==> src/rtl/calc_core_if.sv <==
// Operand/request and result bundle between NumberGenerator, calc_core and the display stage.
interface calc_core_if #(
  parameter int WIDTH = 32
);
  logic [WIDTH-1:0] numA;
  logic [WIDTH-1:0] numB;
  logic [1:0]       op;
  logic             start;
  logic             busy;
  logic             done;
  logic [WIDTH-1:0] result;
  logic [WIDTH-1:0] remainder;
  logic             ovf;
  logic             dz;

  modport master (
    output numA, numB, op, start,
    input  busy, done, result, remainder, ovf, dz
  );

  modport slave (
    input  numA, numB, op, start,
    output busy, done, result, remainder, ovf, dz
  );
endinterface

==> src/rtl/calc_core.sv <==
// Add/sub in one cycle; shift-add multiply and restoring divide at one bit per cycle.
module calc_core #(
  parameter int WIDTH = 32,
  parameter int CNT_W = 5
) (
  input  logic      clk,
  input  logic      rst_n,
  calc_core_if.slave bus
);
  typedef enum logic [1:0] {S_IDLE, S_MUL, S_DIV} state_t;

  state_t             r_state,     w_state_next;
  logic [CNT_W-1:0]   r_cnt,       w_cnt_next;
  logic [2*WIDTH-1:0] r_acc,       w_acc_next;
  logic [2*WIDTH-1:0] r_mcand,     w_mcand_next;
  logic [WIDTH-1:0]   r_mplier,    w_mplier_next;
  logic [WIDTH-1:0]   r_rem,       w_rem_next;
  logic [WIDTH-1:0]   r_quot,      w_quot_next;
  logic [WIDTH-1:0]   r_divisor,   w_divisor_next;
  logic [WIDTH-1:0]   r_result,    w_result_next;
  logic [WIDTH-1:0]   r_remainder, w_remainder_next;
  logic               r_ovf,       w_ovf_next;
  logic               r_dz,        w_dz_next;
  logic               r_done,      w_done_next;

  logic               w_accept;
  logic               w_last;
  logic [WIDTH:0]     w_sum;
  logic [WIDTH:0]     w_diff;
  logic [2*WIDTH-1:0] w_mul_acc;
  logic [WIDTH:0]     w_shift;
  logic [WIDTH:0]     w_trial;
  logic [WIDTH-1:0]   w_div_quot;
  logic [WIDTH-1:0]   w_div_rem;

  // Requests landing in the done cycle are dropped, not queued.
  assign w_accept = (r_state == S_IDLE) && bus.start && !r_done;
  assign w_last   = (r_cnt == CNT_W'(WIDTH - 1));
  assign w_sum    = {1'b0, bus.numA} + {1'b0, bus.numB};
  assign w_diff   = {1'b0, bus.numA} - {1'b0, bus.numB};
  assign w_mul_acc = r_acc + (r_mplier[0] ? r_mcand : '0);

  // Restoring step: bring in the next dividend bit, keep the difference only if it did not borrow.
  assign w_shift    = {r_rem, r_quot[WIDTH-1]};
  assign w_trial    = w_shift - {1'b0, r_divisor};
  assign w_div_quot = {r_quot[WIDTH-2:0], ~w_trial[WIDTH]};
  assign w_div_rem  = w_trial[WIDTH] ? w_shift[WIDTH-1:0] : w_trial[WIDTH-1:0];

  always_ff @(posedge clk or negedge rst_n) begin
    if (!rst_n) begin
      r_state     <= S_IDLE;
      r_cnt       <= '0;
      r_acc       <= '0;
      r_mcand     <= '0;
      r_mplier    <= '0;
      r_rem       <= '0;
      r_quot      <= '0;
      r_divisor   <= '0;
      r_result    <= '0;
      r_remainder <= '0;
      r_ovf       <= 1'b0;
      r_dz        <= 1'b0;
      r_done      <= 1'b0;
    end else begin
      r_state     <= w_state_next;
      r_cnt       <= w_cnt_next;
      r_acc       <= w_acc_next;
      r_mcand     <= w_mcand_next;
      r_mplier    <= w_mplier_next;
      r_rem       <= w_rem_next;
      r_quot      <= w_quot_next;
      r_divisor   <= w_divisor_next;
      r_result    <= w_result_next;
      r_remainder <= w_remainder_next;
      r_ovf       <= w_ovf_next;
      r_dz        <= w_dz_next;
      r_done      <= w_done_next;
    end
  end

  always_comb begin
    w_state_next     = r_state;
    w_cnt_next       = r_cnt;
    w_acc_next       = r_acc;
    w_mcand_next     = r_mcand;
    w_mplier_next    = r_mplier;
    w_rem_next       = r_rem;
    w_quot_next      = r_quot;
    w_divisor_next   = r_divisor;
    w_result_next    = r_result;
    w_remainder_next = r_remainder;
    w_ovf_next       = r_ovf;
    w_dz_next        = r_dz;
    w_done_next      = 1'b0;

    case (r_state)
      S_IDLE: begin
        if (w_accept) begin
          case (bus.op)
            2'b00: begin
              w_result_next    = w_sum[WIDTH-1:0];
              w_remainder_next = '0;
              w_ovf_next       = w_sum[WIDTH];
              w_dz_next        = 1'b0;
              w_done_next      = 1'b1;
            end
            2'b01: begin
              w_result_next    = w_diff[WIDTH-1:0];
              w_remainder_next = '0;
              w_ovf_next       = w_diff[WIDTH];
              w_dz_next        = 1'b0;
              w_done_next      = 1'b1;
            end
            2'b10: begin
              w_acc_next    = '0;
              w_mcand_next  = {{WIDTH{1'b0}}, bus.numA};
              w_mplier_next = bus.numB;
              w_cnt_next    = '0;
              w_state_next  = S_MUL;
            end
            default: begin
              if (bus.numB == '0) begin
                w_result_next    = '1;
                w_remainder_next = bus.numA;
                w_ovf_next       = 1'b0;
                w_dz_next        = 1'b1;
                w_done_next      = 1'b1;
              end else begin
                w_rem_next     = '0;
                w_quot_next    = bus.numA;
                w_divisor_next = bus.numB;
                w_cnt_next     = '0;
                w_state_next   = S_DIV;
              end
            end
          endcase
        end
      end
      S_MUL: begin
        w_acc_next    = w_mul_acc;
        w_mcand_next  = {r_mcand[2*WIDTH-2:0], 1'b0};
        w_mplier_next = {1'b0, r_mplier[WIDTH-1:1]};
        w_cnt_next    = r_cnt + CNT_W'(1);
        if (w_last) begin
          w_result_next    = w_mul_acc[WIDTH-1:0];
          w_remainder_next = '0;
          w_ovf_next       = |w_mul_acc[2*WIDTH-1:WIDTH];
          w_dz_next        = 1'b0;
          w_done_next      = 1'b1;
          w_state_next     = S_IDLE;
        end
      end
      S_DIV: begin
        w_rem_next  = w_div_rem;
        w_quot_next = w_div_quot;
        w_cnt_next  = r_cnt + CNT_W'(1);
        if (w_last) begin
          w_result_next    = w_div_quot;
          w_remainder_next = w_div_rem;
          w_ovf_next       = 1'b0;
          w_dz_next        = 1'b0;
          w_done_next      = 1'b1;
          w_state_next     = S_IDLE;
        end
      end
      default: w_state_next = S_IDLE;
    endcase
  end

  assign bus.busy      = (r_state != S_IDLE);
  assign bus.done      = r_done;
  assign bus.result    = r_result;
  assign bus.remainder = r_remainder;
  assign bus.ovf       = r_ovf;
  assign bus.dz        = r_dz;
endmodule

==> src/flat_wrapper.sv <==
// flat-port wrapper written by rule: the top's interface ports become plain ports
module calc_core_flat 
#(
  parameter int WIDTH = 32,
  parameter int CNT_W = 5
)
  (clk, rst_n, bus_numA, bus_numB, bus_op, bus_start, bus_busy, bus_done, bus_result, bus_remainder, bus_ovf, bus_dz);
  calc_core_if #(.WIDTH(WIDTH)) bus_i ();
  input  logic clk;
  input  logic rst_n;
  input wire logic [$bits(bus_i.numA)-1:0] bus_numA;
  input wire logic [$bits(bus_i.numB)-1:0] bus_numB;
  input wire logic [$bits(bus_i.op)-1:0] bus_op;
  input wire logic [$bits(bus_i.start)-1:0] bus_start;
  output wire logic [$bits(bus_i.busy)-1:0] bus_busy;
  output wire logic [$bits(bus_i.done)-1:0] bus_done;
  output wire logic [$bits(bus_i.result)-1:0] bus_result;
  output wire logic [$bits(bus_i.remainder)-1:0] bus_remainder;
  output wire logic [$bits(bus_i.ovf)-1:0] bus_ovf;
  output wire logic [$bits(bus_i.dz)-1:0] bus_dz;
  assign bus_i.numA = bus_numA;
  assign bus_i.numB = bus_numB;
  assign bus_i.op = bus_op;
  assign bus_i.start = bus_start;
  assign bus_busy = bus_i.busy;
  assign bus_done = bus_i.done;
  assign bus_result = bus_i.result;
  assign bus_remainder = bus_i.remainder;
  assign bus_ovf = bus_i.ovf;
  assign bus_dz = bus_i.dz;
  calc_core #(.WIDTH(WIDTH), .CNT_W(CNT_W)) u_core (.clk(clk), .rst_n(rst_n), .bus(bus_i));
endmodule
==> config.mk <==
export PLATFORM = sky130hd
export DESIGN_NAME = calc_core_flat
export DESIGN_NICKNAME = d
export VERILOG_FILES = /design/src/rtl/calc_core_if.sv /design/src/rtl/calc_core.sv /design/src/flat_wrapper.sv
export SDC_FILE = /design/constraint.sdc
export NUM_CORES = 1
export LEC_CHECK = 0
export CAP_MARGIN = 10
export CORE_MARGIN = 1
export CORE_UTILIZATION = 60
export DETAILED_ROUTE_END_ITERATION = 7
export GPL_TIMING_DRIVEN = 0
export PLACE_DENSITY = 0.8
export SLEW_MARGIN = 30
export SYNTH_ARGS = -nofsm -noshare
export SYNTH_HDL_FRONTEND = slang
export SYNTH_SLANG_ARGS = --single-unit
==> constraint.sdc <==
create_clock -name clk -period 4.4 [get_ports clk]
set_input_delay 0.88 -clock clk [delete_from_list [all_inputs] [get_ports clk]]
set_output_delay 0.88 -clock clk [all_outputs]
set_load 0.01 [all_outputs]
After elaboration in Yosys (flattened, before gate mapping)
Cells that the tools add are included.
{ "word_totals": {"register_bits": 330, "in_bits": 69, "output_inout_bits": 68, "elab_cells": 116} }
{ "op_classes": {"addsub": 5, "eq_ne": 17, "n_mux": 55, "n_bitwise": 3, "reduce_logical": 23} }
{ "ops": {"columns": ["operator", "n"], "rows": [
  ["$mux W32", 17],
  ["$mux W64", 5],
  ["$pmux W32 S3", 3],
  ["$pmux W32 S2", 4],
  ["$pmux W64 S2", 2],
  ["$add A64 B64 Y64", 1],
  ["$add A32 B32 Y33", 1],
  ["$sub A32 B32 Y33", 1],
  ["$sub A33 B32 Y33", 1],
  ["$logic_not A32 Y1", 1],
  ["$reduce_or A32 Y1", 1],
  ["$pmux W5 S2", 2],
  ["$reduce_and A4 Y1", 4],
  ["$reduce_and A6 Y1", 2],
  ["$mux W5", 2],
  ["$ne A2 B2 Y1 const B", 5],
  ["$mux W1", 9],
  ["$ne A2 B1 Y1 const B", 4],
  ["$pmux W1 S2", 4],
  ["$pmux W2 S2", 2],
  ["$reduce_bool A2 Y1", 4],
  ["$mux W2", 3],
  ["$ne A3 B3 Y1 const B", 2],
  ["$pmux W1 S3", 2],
  ["14 further kinds", 21]
]} }

Logic depth before layout (Yosys ltp)
{ "logic_depth": {"depth_word": 5, "depth_mapped": 18} }

Worst setup path before layout
Ideal clock, no wire load.
{ "synth_path": {"path_kind": "register -> register", "startpoint": "reg u_core.r_mplier[0]", "endpoint": "reg u_core.r_ovf (netlist: u_core.bus.ovf)", "arrival_ps": 3913, "setup_slack_ps": 355, "path_stages_with_launch": 19, "synth_period_minus_slack_ps": 4045, "path_cell_list": "dfrtp_1 > clkbuf_1 > clkbuf_1 > and2_1 > ha_1 > inv_1 > fa_1 > nand2b_1 > a211oi_4 > o211ai_4 > a2111oi_1 > a211oi_1 > o41a_1 > a21oi_1 > a41oi_1 > xnor2_1 > nor4_1 > and4_1 > a31oi_1"} }
{ "synth_between": {"elab_chain_cells": 5} }
{ "synth_rtl": {"columns": ["element", "line_no", "source"], "rows": [
  ["from (decl)", "calc_core.sv:16", "logic [WIDTH-1:0] r_mplier, w_mplier_next;"],
  ["from (signal assigned)", "calc_core.sv:69", "r_mplier <= w_mplier_next;"],
  ["$mux W64", "calc_core.sv:41", "assign w_mul_acc = r_acc + (r_mplier[0] ? r_mcand : '0);"],
  ["$add A64 B64 Y64", "calc_core.sv:41", null],
  ["$reduce_or A32 Y1", "calc_core.sv:147", "w_ovf_next = |w_mul_acc[2*WIDTH-1:WIDTH];"],
  ["$mux W1", "calc_core.sv:144", "if (w_last) begin"],
  ["$pmux W1 S3", "calc_core.sv:96", "case (r_state)"],
  ["to (signal assigned)", "calc_core.sv:75", "r_ovf <= w_ovf_next;"],
  ["to (decl)", "calc_core.sv:22", "logic r_ovf, w_ovf_next;"]
]} }
No other way between the ends. The select of a mux whose other input is x is not followed.
A chain may end at the register's enable or synchronous reset.

Worst setup path in the final report
{ "layout_path": {"startpoint": "in bus_numB[6]", "endpoint": "reg u_core.r_ovf (netlist: u_core.bus.ovf)"} }
{ "layout_between": {"elab_chain_cells": 4, "word_cells_on_any_way": 8} }
{ "layout_rtl": {"columns": ["element", "line_no", "source"], "rows": [
  ["from (decl)", "flat_wrapper.sv:12", "input wire logic [$bits(bus_i.numB)-1:0] bus_numB;"],
  ["$sub A32 B32 Y33 or $add A32 B32 Y33 (tied branches)", "calc_core.sv:40, calc_core.sv:39", null],
  ["$pmux W1 S3", "calc_core.sv:99", "case (bus.op)"],
  ["$mux W1", "calc_core.sv:98", "if (w_accept) begin"],
  ["$pmux W1 S3", "calc_core.sv:96", null]
]} }
Several ways; a longest one is shown, not always the timed one. The select of a mux whose other input is x is not followed.

==> impl_metrics.json <==
{
  "synth_area_leaders": "dfrtp_1 35%, ha_1 8.8%, nand2_1 5.9%",
  "drt-initial-drc-count": 2243,
  "cp.arrival_ns": 4.82,
  "ir_worst_vdd_mv": 0.416,
  "fill_cells": 3074,
  "min_period_ns": 4.39,
  "rrSetupSlack_ns": 0.07,
  "clk_pin_slew_ns": 0.06,
  "cts_buffers": 38,
  "status": "finished, final reports clean",
  "pre_cts_ws_ns": -1.07,
  "fin_nets": 3263,
  "synth_area_mm2": 0.0235,
  "pwr-share-comb_pct": 48.8,
  "dpl.hpwl_um": 64200,
  "io_buffer_count": 136,
  "yosysSeqAreaShare_pct": 35.1,
  "syn_to_final_growth_pct": 16.2,
  "ys_types": 98,
  "fin_worst_skew_ns": 0.0264,
  "diodes": 0,
  "slowest_delay_ns": 0.68,
  "maxCapViolCount": 0,
  "p_leak_nw": 12.3,
  "cts-root-buf": "clkbuf_16",
  "core_area_mm2": 0.0386,
  "postSynthCellCount": 2838,
  "fin_crit_sh_pct": 99.7,
  "power.share.clock_pct": 21.6,
  "seq_power_share_pct": 29.6,
  "start_util_pct": 60.9,
  "swShare_pct": 43.6,
  "cts_tree": "done",
  "viasPerCell": 6.48,
  "cp_max_fo": 9,
  "cp.buffers_inverters": 3,
  "worst_ep_required_time_ns": 4.83,
  "die_h_um": 200,
  "ant_nets": 0,
  "wire_per_inst_um": 23.5,
  "finalWeightedCongestion": 0.999,
  "grt_max_degree": 90,
  "num_rows": 72,
  "drt_pre_antenna_iters": 6,
  "hold_class": "input pin to async pin",
  "place_area_mm2": 0.0257,
  "syn_nets": 3076,
  "htreeDepth": 2,
  "finalInstanceArea_mm2": 0.0274,
  "synth-edff-count": 0,
  "remaining_drc_errors": 0,
  "cp_slowest_cell": "clkdlybuf4s50_1",
  "synth_top_flop_cell": "dfrtp_1",
  "finalSetupViolations": 0,
  "total_power_mw": 15.9,
  "avgSynthCellArea_um2": 8.30,
  "hold_viol": 0,
  "cts_buffer_depth": 3,
  "clkSinkCount": 330,
  "power_density_mw_per_mm2": 581,
  "switching_power_mw": 6.93,
  "crit_chain": "clkdlybuf4s50_1 -> inv_1 -> ha_1 -> buf_2 -> nor4_1 -> o2111ai_1 -> o211ai_1 -> a211oi_2 -> o211ai_1 -> a211o_1 -> nand4_1 -> nand4b_1 -> a2111oi_4 -> nand4_1 -> nor4b_2 -> a31oi_2",
  "critical-path-top-delay-family": "compound AO/OA/AOI/OAI gates",
  "grt_remaining_overflow": 0,
  "finalMaxSlewViolations": 0,
  "end_kind": "flop",
  "rsz0062_at_grt": "true",
  "io_pins": 137,
  "cp-start-kind": "input pin",
  "dieArea_mm2": 0.0400,
  "p_int_mw": 8.97,
  "grt_util_all_layers_pct": 41.5,
  "drt-total-wl_um": 83800,
  "ys_ff_latch": 330,
  "vias": 23100,
  "crit_type": "input pin to flop",
  "grt_pass1_wl_um": 130000,
  "setup-tns-final_ns": 0,
  "maxSlewHeadroom_pct": 32.1,
  "chipWidth_um": 200,
  "grt_pass1_vias": 22800,
  "whs_ns": 0.212,
  "drive_gt1_share_pct": 6.29,
  "worstMarginPinSlew_ns": 1.02,
  "antenna_found_initial": 2,
  "clk_latency_ns": 0.58,
  "yosysWarnings": 0,
  "fmax_mhz": 228,
  "synthDominantCellAreaShare_pct": 35.1,
  "worst_slack_ns": 0.0117,
  "async_reset_ff_share_pct": 100,
  "synth_top_cell_by_area": "dfrtp_1",
  "hold_buffers": 0
}
per-stage QoR:
stage,instances,utilization (%)
4_1_cts,3568,70.3
3_3_place_gp,3492,66.1
5_1_grt,3570,70.8
3_5_place_dp,3496,66.4
6_report,3570,70.8
2_1_floorplan,2838,-
power by group through the flow:
stage / clock network, mW / logic, mW / registers [mW]
finish: 3.43 / 7.76 / 4.70
global placement: 0 / 7.11 / 4.67
global route: 3.55 / 8.39 / 4.77
floorplan: 0 / 4.77 / 4.60
detailed placement: 0 / 7.36 / 4.70
CTS: 3.44 / 7.51 / 4.67
kinds of logic after synthesis:
family / count (synthesis) / share of synthesized area, %
compound gates: 902 / 24.1
simple gates: 955 / 18.8
fa+ha+maj: 169 / 9.11
buf+inv: 276 / 4.55
mux: 96 / 4.09
xor+xnor: 110 / 4.20
flops: 330 / 35.1
what timing repair did:
item                       CTS  global route
pin swaps                    8            19
gates cloned                 0             0
gates resized for setup     39            40
setup buffers                9             6
setup endpoints to repair   45            32
flip-flops by register name (all words and copies together) (netlist names):
register              flops
u_core.r_quot            32
u_core.r_divisor         32
u_core.r_mplier          32
u_core.bus.done           1
u_core.r_rem             32
u_core.r_cnt              5
u_core.bus.result        32
u_core.bus.dz             1
u_core.r_state            2
u_core.r_mcand           64
u_core.r_acc             64
u_core.bus.ovf            1
u_core.bus.remainder     32
path summary, 6_finish.rpt:
check | startpoint | end | depth (start not counted)
hold reg to reg | u_core.bus.result[28] | u_core.bus.result[28] | 2
setup reg to reg | u_core.r_mplier[0] | u_core.bus.ovf | 17
min in group clk | u_core.bus.result[28] | u_core.bus.result[28] | 2
max in group asynchronous | rst_n | u_core.r_state[1] | 3
hold / removal | rst_n | u_core.r_acc[9] | 1
setup / recovery | bus_numB[6] | u_core.bus.ovf | 16
cell usage in the layout, fill, tap and decap left out, drive strengths merged, types with 6 or more instances in the layout:
master / n
a2111oi: 9
a211o: 9
a211oi: 17
a21boi: 8
a21o: 70
a21oi: 267
a22o: 23
a31oi: 56
a32o: 9
and2: 70
and3: 40
buf: 46
clkbuf: 178
clkdlybuf4s50: 121
clkinv: 10
dfrtp: 330
dlygate4sd2: 11
ha: 165
inv: 117
mux2i: 94
nand2: 372
nand2b: 56
nand3: 86
nand4: 24
nor2: 209
nor2b: 15
nor3: 30
nor4: 18
o2111ai: 6
o211ai: 18
o21a: 21
o21ai: 289
o21bai: 32
o22ai: 6
o31a: 6
o31ai: 16
or3: 14
xnor2: 75
xor2: 35
synth_stat cells, drive strengths merged (5+ instances only):
master,number
nand2,372
dfrtp,330
o21ai,289
a21oi,267
nor2,209
ha,165
clkbuf,131
inv,117
mux2i,94
nand3,86
xnor2,75
a21o,70
and2,70
a31oi,56
nand2b,56
and3,40
xor2,35
o21bai,32
nor3,30
buf,26
nand4,24
a22o,23
o21a,21
nor4,18
o211ai,18
a211oi,17
o31ai,16
nor2b,15
or3,14
a2111oi,9
a211o,9
a32o,9
a21boi,8
o2111ai,6
o22ai,6
o31a,6
a41oi,5
or2,5
layer usage:
metal  part of all wire (%)  vias up  global-route usage, %
li1                       -    10500                      -
met1                     39    11200                   53.6
met2                     46     1171                   66.8
met3                    9.6      259                   7.57
met4                    5.2        2                   20.9
met5                  0.020        -                      0
final cells by class:
type | instances | area [µm²] | area share [%]
multi-input cells | 2232 | 14500 | 52.9
flip-flops and latches | 330 | 8260 | 30.2
repair buffers | 155 | 1590 | 5.80
clock buffers | 54 | 1130 | 4.15
well taps | 518 | 648 | 2.37
plain buffers | 149 | 608 | 2.22
inverters | 119 | 447 | 1.63
clock inverters | 13 | 194 | 0.709
worst reg2reg max path, cell delays in order (launching register included):
cell,delay [ns]
dfrtp_2,0.43
buf_4,0.16
clkbuf_2,0.17
nand2_1,0.17
inv_1,0.07
ha_1,0.31
a211o_1,0.31
o211ai_2,0.12
o31ai_4,0.12
o21ai_2,0.35
a21oi_4,0.16
o21ai_2,0.26
a2111oi_4,0.12
or3_4,0.38
a2111oi_4,0.32
nand4_1,0.20
nor4b_2,0.35
a31oi_2,0.17
No activity file was read; power rests on OpenSTA's default activity.
